**src/rtl/semaforo_rr.sv**
```systemverilog
// -----------------------------------------------------------------------------
// semaforo_rr -- round-robin traffic-light controller for N approaches.
//
// One approach holds right-of-way at a time. Each grant runs
// ALL_RED -> GREEN -> YELLOW -> ALL_RED. Green lasts at least GREEN_MIN
// cycles. It ends early (gap-out) when its own sensor drops while another
// approach waits, or at GREEN_MAX (max-out) while another approach waits.
// Simultaneous requests are arbitrated only when leaving ALL_RED.
//
// Ports
//   clk     in   1         rising-edge clock
//   rst     in   1         synchronous active-high reset
//   req     in   N         vehicle present per approach (already synchronised)
//   green   out  N         green lamp per approach (registered)
//   yellow  out  N         yellow lamp per approach (registered)
//   red     out  N         red lamp per approach (registered)
//   active  out  AW        approach currently or most recently granted
//   phase   out  2         0 = ALL_RED, 1 = GREEN, 2 = YELLOW
// -----------------------------------------------------------------------------
module semaforo_rr #(
  parameter int N         = 4,
  parameter int GREEN_MIN = 4,
  parameter int GREEN_MAX = 12,
  parameter int YELLOW_T  = 3,
  parameter int ALLRED_T  = 2,
  parameter int CW        = 8,
  localparam int AW       = (N > 1) ? $clog2(N) : 1
) (
  input  logic          clk,
  input  logic          rst,
  input  logic [N-1:0]  req,
  output logic [N-1:0]  green,
  output logic [N-1:0]  yellow,
  output logic [N-1:0]  red,
  output logic [AW-1:0] active,
  output logic [1:0]    phase
);

  typedef enum logic [1:0] {
    ST_ALL_RED = 2'd0,
    ST_GREEN   = 2'd1,
    ST_YELLOW  = 2'd2
  } state_t;

  // Last timer value of each state; the timer saturates there.
  localparam logic [CW-1:0] L_AR_LAST   = CW'(ALLRED_T - 1);
  localparam logic [CW-1:0] L_GMIN_LAST = CW'(GREEN_MIN - 1);
  localparam logic [CW-1:0] L_GMAX_LAST = CW'(GREEN_MAX - 1);
  localparam logic [CW-1:0] L_Y_LAST    = CW'(YELLOW_T - 1);

  state_t        r_state;
  logic [CW-1:0] r_timer;
  logic [AW-1:0] r_active;
  logic [N-1:0]  r_green;
  logic [N-1:0]  r_yellow;
  logic [N-1:0]  r_red;

  state_t        w_next_state;
  logic [AW-1:0] w_next_active;
  logic [CW-1:0] w_next_timer;
  logic [CW-1:0] w_timer_lim;
  logic [N-1:0]  w_act_onehot;
  logic [N-1:0]  w_next_onehot;
  logic          w_other;
  logic          w_found;
  logic [AW-1:0] w_cand;
  logic [AW-1:0] w_grant_idx;

  // NOTE: every signal written here gets a default first, so no path through
  // the block leaves a value unassigned and no latch is inferred.
  always_comb begin
    w_next_state  = r_state;
    w_next_active = r_active;
    w_timer_lim   = L_AR_LAST;
    w_act_onehot  = {{(N-1){1'b0}}, 1'b1} << r_active;
    w_other       = |(req & ~w_act_onehot);

    // Rotating priority: search active+1, active+2, ... and active itself last.
    w_found     = 1'b0;
    w_grant_idx = r_active;
    w_cand      = r_active;
    for (int k = 1; k <= N; k++) begin
      w_cand = AW'((int'(r_active) + k) % N);
      if (!w_found && req[w_cand]) begin
        w_found     = 1'b1;
        w_grant_idx = w_cand;
      end
    end

    case (r_state)
      ST_ALL_RED: begin
        w_timer_lim = L_AR_LAST;
        if (r_timer == L_AR_LAST && w_found) begin
          w_next_state  = ST_GREEN;
          w_next_active = w_grant_idx;
        end
      end
      ST_GREEN: begin
        w_timer_lim = L_GMAX_LAST;
        // Only yield when someone else is waiting; otherwise rest on green.
        if (w_other && ((r_timer >= L_GMIN_LAST && !req[r_active]) ||
                        r_timer >= L_GMAX_LAST)) begin
          w_next_state = ST_YELLOW;
        end
      end
      ST_YELLOW: begin
        w_timer_lim = L_Y_LAST;
        if (r_timer == L_Y_LAST) w_next_state = ST_ALL_RED;
      end
      default: w_next_state = ST_ALL_RED;
    endcase

    if (w_next_state != r_state) w_next_timer = '0;
    else if (r_timer < w_timer_lim) w_next_timer = r_timer + CW'(1);
    else w_next_timer = r_timer;

    w_next_onehot = {{(N-1){1'b0}}, 1'b1} << w_next_active;
  end

  // Lamps are registered from the next state so they match what the state
  // registers hold; nothing from req reaches the lamps without a flop.
  // NOTE: state is updated with non-blocking assignments so every flop
  // samples pre-edge values, regardless of statement order.
  always_ff @(posedge clk) begin
    if (rst) begin
      r_state  <= ST_ALL_RED;
      r_timer  <= '0;
      r_active <= AW'(N - 1);
      r_green  <= '0;
      r_yellow <= '0;
      r_red    <= '1;
    end else begin
      r_state  <= w_next_state;
      r_timer  <= w_next_timer;
      r_active <= w_next_active;
      r_green  <= (w_next_state == ST_GREEN)  ? w_next_onehot : '0;
      r_yellow <= (w_next_state == ST_YELLOW) ? w_next_onehot : '0;
      r_red    <= (w_next_state == ST_ALL_RED) ? '1 : ~w_next_onehot;
    end
  end

  assign green  = r_green;
  assign yellow = r_yellow;
  assign red    = r_red;
  assign active = r_active;
  assign phase  = r_state;

endmodule
```
**config.mk**
```make
export PLATFORM = sky130hd
export DESIGN_NAME = semaforo_rr
export DESIGN_NICKNAME = d
export VERILOG_FILES = /design/src/rtl/semaforo_rr.sv
export SDC_FILE = /design/constraint.sdc
export NUM_CORES = 1
export LEC_CHECK = 0
export CAP_MARGIN = 25
export CORE_MARGIN = 1
export CORE_UTILIZATION = 40
export DETAILED_ROUTE_END_ITERATION = 16
export SYNTH_ARGS = -nofsm -noshare
export SYNTH_HDL_FRONTEND = slang
export SYNTH_SLANG_ARGS = --single-unit
export TNS_END_PERCENT = 5
```
**constraint.sdc**
```tcl
create_clock -name clk -period 3.74 [get_ports clk]
set_input_delay 0.374 -clock clk [delete_from_list [all_inputs] [get_ports clk]]
set_output_delay 0.374 -clock clk [all_outputs]
set_load 0.01 [all_outputs]
```
==> qor.csv <==
metric,value,unit
Compound-Gate Fraction of Synth Area,17.5,%
CTS sink count,24,
main combinational cell family by area after synthesis,simple AND/OR/NAND/NOR gates,
worst-skew pair later-pin latency,0.29,ns
Critical Path Sink Type,flop,
hold path depth,2,
pwr dens,657,nW/µm²
Fin Setup TNS,0,ns
"Arr. time, crit path",2.95,ns
Synth Instances,156,
post-layout util,50.7,%
CTS Buffer Depth,2,
synth unique cells,45,
register area share after synthesis,33.7,%
Die Y,61.7,µm
Hold Buf Count CTS,0,
top_reg_cell synth,dfxtp_1,
HPWL Detailed,2.39,mm
Post-synth top cells,"24 x dfxtp_1, 18 x nor2_1, 14 x ha_1, 14 x inv_1, 14 x nor3_1",
met2 usage,30.0,%
final critical-path required period,2.80,ns
"Setup Fix Bufs, Post-CTS",0,
area of the multi-input gates,882,µm²
CP peak stage delay,0.66,ns
Vias/cell,5.34,
async set-or-reset flop fraction in the synthesized netlist,0,%
first-pass GRT wire length,4.92,mm
CTS buffer count,3,
CP Class,reg -> reg,
number of global-route vias before repair,1090,
FMAX,357,MHz
Final #Nets,201,
DRT Pass-1 Iters,4,
"Max stage delay cell, worst path",dfxtp_1,
dpl cells,222,
Die W,61.7,µm
Port Buffers,21,
layout cells sized above 1,5.59,%
final WL,2.99,mm
via count,1202,
GRT Max-Usage Layer,met2,
diodes inserted,0,
area share of fa/ha/maj cells after synthesis,13.0,%
Placer Congestion,0.779,
Pins Over Slew Limit,0,
CP startpoint kind,flop,
post-synthesis simple-gate area fraction,22.9,%
FILL cells,366,
clock slew at the register clock pins of the worst setup and hold paths,0.11,ns
GR Overflow Total,0,
Post-synth EDFFs,0,
Peak VDD IR,232,µV
relative slew slack,53.3,%
"count leader, synth",dfxtp_1,
largest net degree at the start of global routing,13,
post-synth top area share,33.7,%
# DRC,0,
wire per inst,13.3,µm
synth top area cells,"dfxtp_1 34%, ha_1 12%, nor3_1 4.9%",
row count,21,
R2R depth,7,
status,"finished, final reports clean",
"Req. time, crit path",3.89,ns
Total GRT Usage,17.1,%
Syn. warnings,0,
RR Startpoint,active[0]$_SDFF_PP1_,
CTS root buffer,clkbuf_4,
maxcap violations,0,
post-synthesis mux area share,5.35,%
GR Util met3,2.48,%
H-tree depth,1,
Detailed Route Iter0 Violations,81,
cell area after synthesis,1430,µm²
post-CTS sizing,0,
M1 GR Usage,22.7,%
period utilization,74.8,%
crit-path max FO,12,
Layout Skew,0.00396,ns
Worst Hold Launch,r_timer[5]$_SDFFE_PP0N_,
"FF+latch count, synth",24,
initial antenna violation count,0,
Reg area,480,µm²
Worst Hold Class,reg -> reg,
Slew @ Worst Pin,0.695,ns
post-synth top area cell,dfxtp_1,
Synth Area per Inst,9.14,µm²
boundary pin count,22,
RSZ-0062 raised after global routing,no,
Post-Synth XOR/XNOR Area,3.07,%
Core ar.,3360,µm²
final cell count without fillers,225,
CTS tree,built,
"Cell Chain, Critical Path",inv_1 -> ha_1 -> nor2b_1 -> or3_4 -> a2111oi_4 -> xnor2_1 -> nand3_1,
Finish-stage setup viols,0,
die area,3810,µm²
Area Growth Syn to Fin,19.6,%
Syn Nets,176,
remaining antenna violation count,0,
starting density of the core,42.4,%
leakage,0.000633,µW
Worst setup startpoint,active[0]$_SDFF_PP1_,
final hold vios,0,
-- routing by layer --
layer / vias to the layer above / part of all wire [%]
met4: 0 / 0
li1: 617 / -
met2: 16 / 50
met1: 569 / 47
met3: 0 / 2.3
met5: - / 0
-- state kept, by name, indices dropped and copies added, names as in the netlist --
| name | count |
|---|---|
| green | 4 |
| active | 2 |
| r_timer | 8 |
| red | 4 |
| yellow | 4 |
| phase | 2 |
-- power by group --
| group | switching, µW | total, µW | internal, µW |
|---|---|---|---|
| logic | 369 | 653 | 284 |
| registers | 63.9 | 366 | 302 |
| clock network | 64.4 | 102 | 37.4 |
-- logic make-up after synthesis --
| group | count (synthesis) |
|---|---|
| fa+ha+maj | 15 |
| mux | 6 |
| buf+inv | 15 |
| compound gates | 29 |
| flops | 24 |
| simple gates | 62 |
| xor+xnor | 5 |
-- path summary, 6_finish.rpt --
check	slack, ns	endpoint
max	0.94	red[0]$_SDFF_PP1_
max reg2reg	0.94	red[0]$_SDFF_PP1_
min	0.45	r_timer[5]$_SDFFE_PP0N_
min reg2reg	0.45	r_timer[5]$_SDFFE_PP0N_
-- final cells by class --
type                            count  share of cell area (%)
Timing Repair Buffer               21                    12.3
Multi-Input combinational cell    117                    51.7
Clock buffer                        3                    1.32
Tap cell                           46                    3.37
Inverter                           14                    3.08
Sequential cell                    24                    28.2
-- cells in the final DEF (no fill, tap or decap), types with 2 or more instances in the layout --
cell type	synthesis	final
a2111oi_0	2	2
a21oi_1	2	2
a31oi_1	2	2
clkbuf_4	0	3
clkdlybuf4s50_1	0	21
dfxtp_1	24	24
ha_1	14	14
inv_1	14	14
mux2i_1	4	4
nand2_1	3	3
nand2b_1	3	3
nand3_1	7	7
nand3b_1	2	2
nor2_1	18	18
nor2b_1	6	6
nor3_1	14	14
nor4_1	3	3
o21a_1	2	2
o21ai_0	4	4
o41ai_1	2	2
xnor2_1	4	4
-- worst max-delay path: cells and delay by family (launching register included) --
| family | cells | cell delay [ns] |
|---|---|---|
| AND/OR/NAND/NOR | 3 | 0.72 |
| flip-flops | 1 | 0.66 |
| adder cells (fa/ha/maj) | 1 | 0.38 |
| AO/OA/AOI/OAI | 1 | 0.35 |
| XOR/XNOR | 1 | 0.33 |
| buffers and inverters | 1 | 0.22 |
-- metrics by stage --
stage	total power, µW	hold slack (ns)	instance area [µm²]	setup WS, ns
3_3_place_gp	1010	0.439	1680	0.920
6_report	1120	0.455	1710	0.942
4_1_cts	1130	0.457	1710	0.920
3_5_place_dp	1030	0.440	1680	0.941
5_1_grt	1220	0.478	1710	0.737
2_1_floorplan	846	0.426	1430	1.32
(Power assumes the default switching activity.)
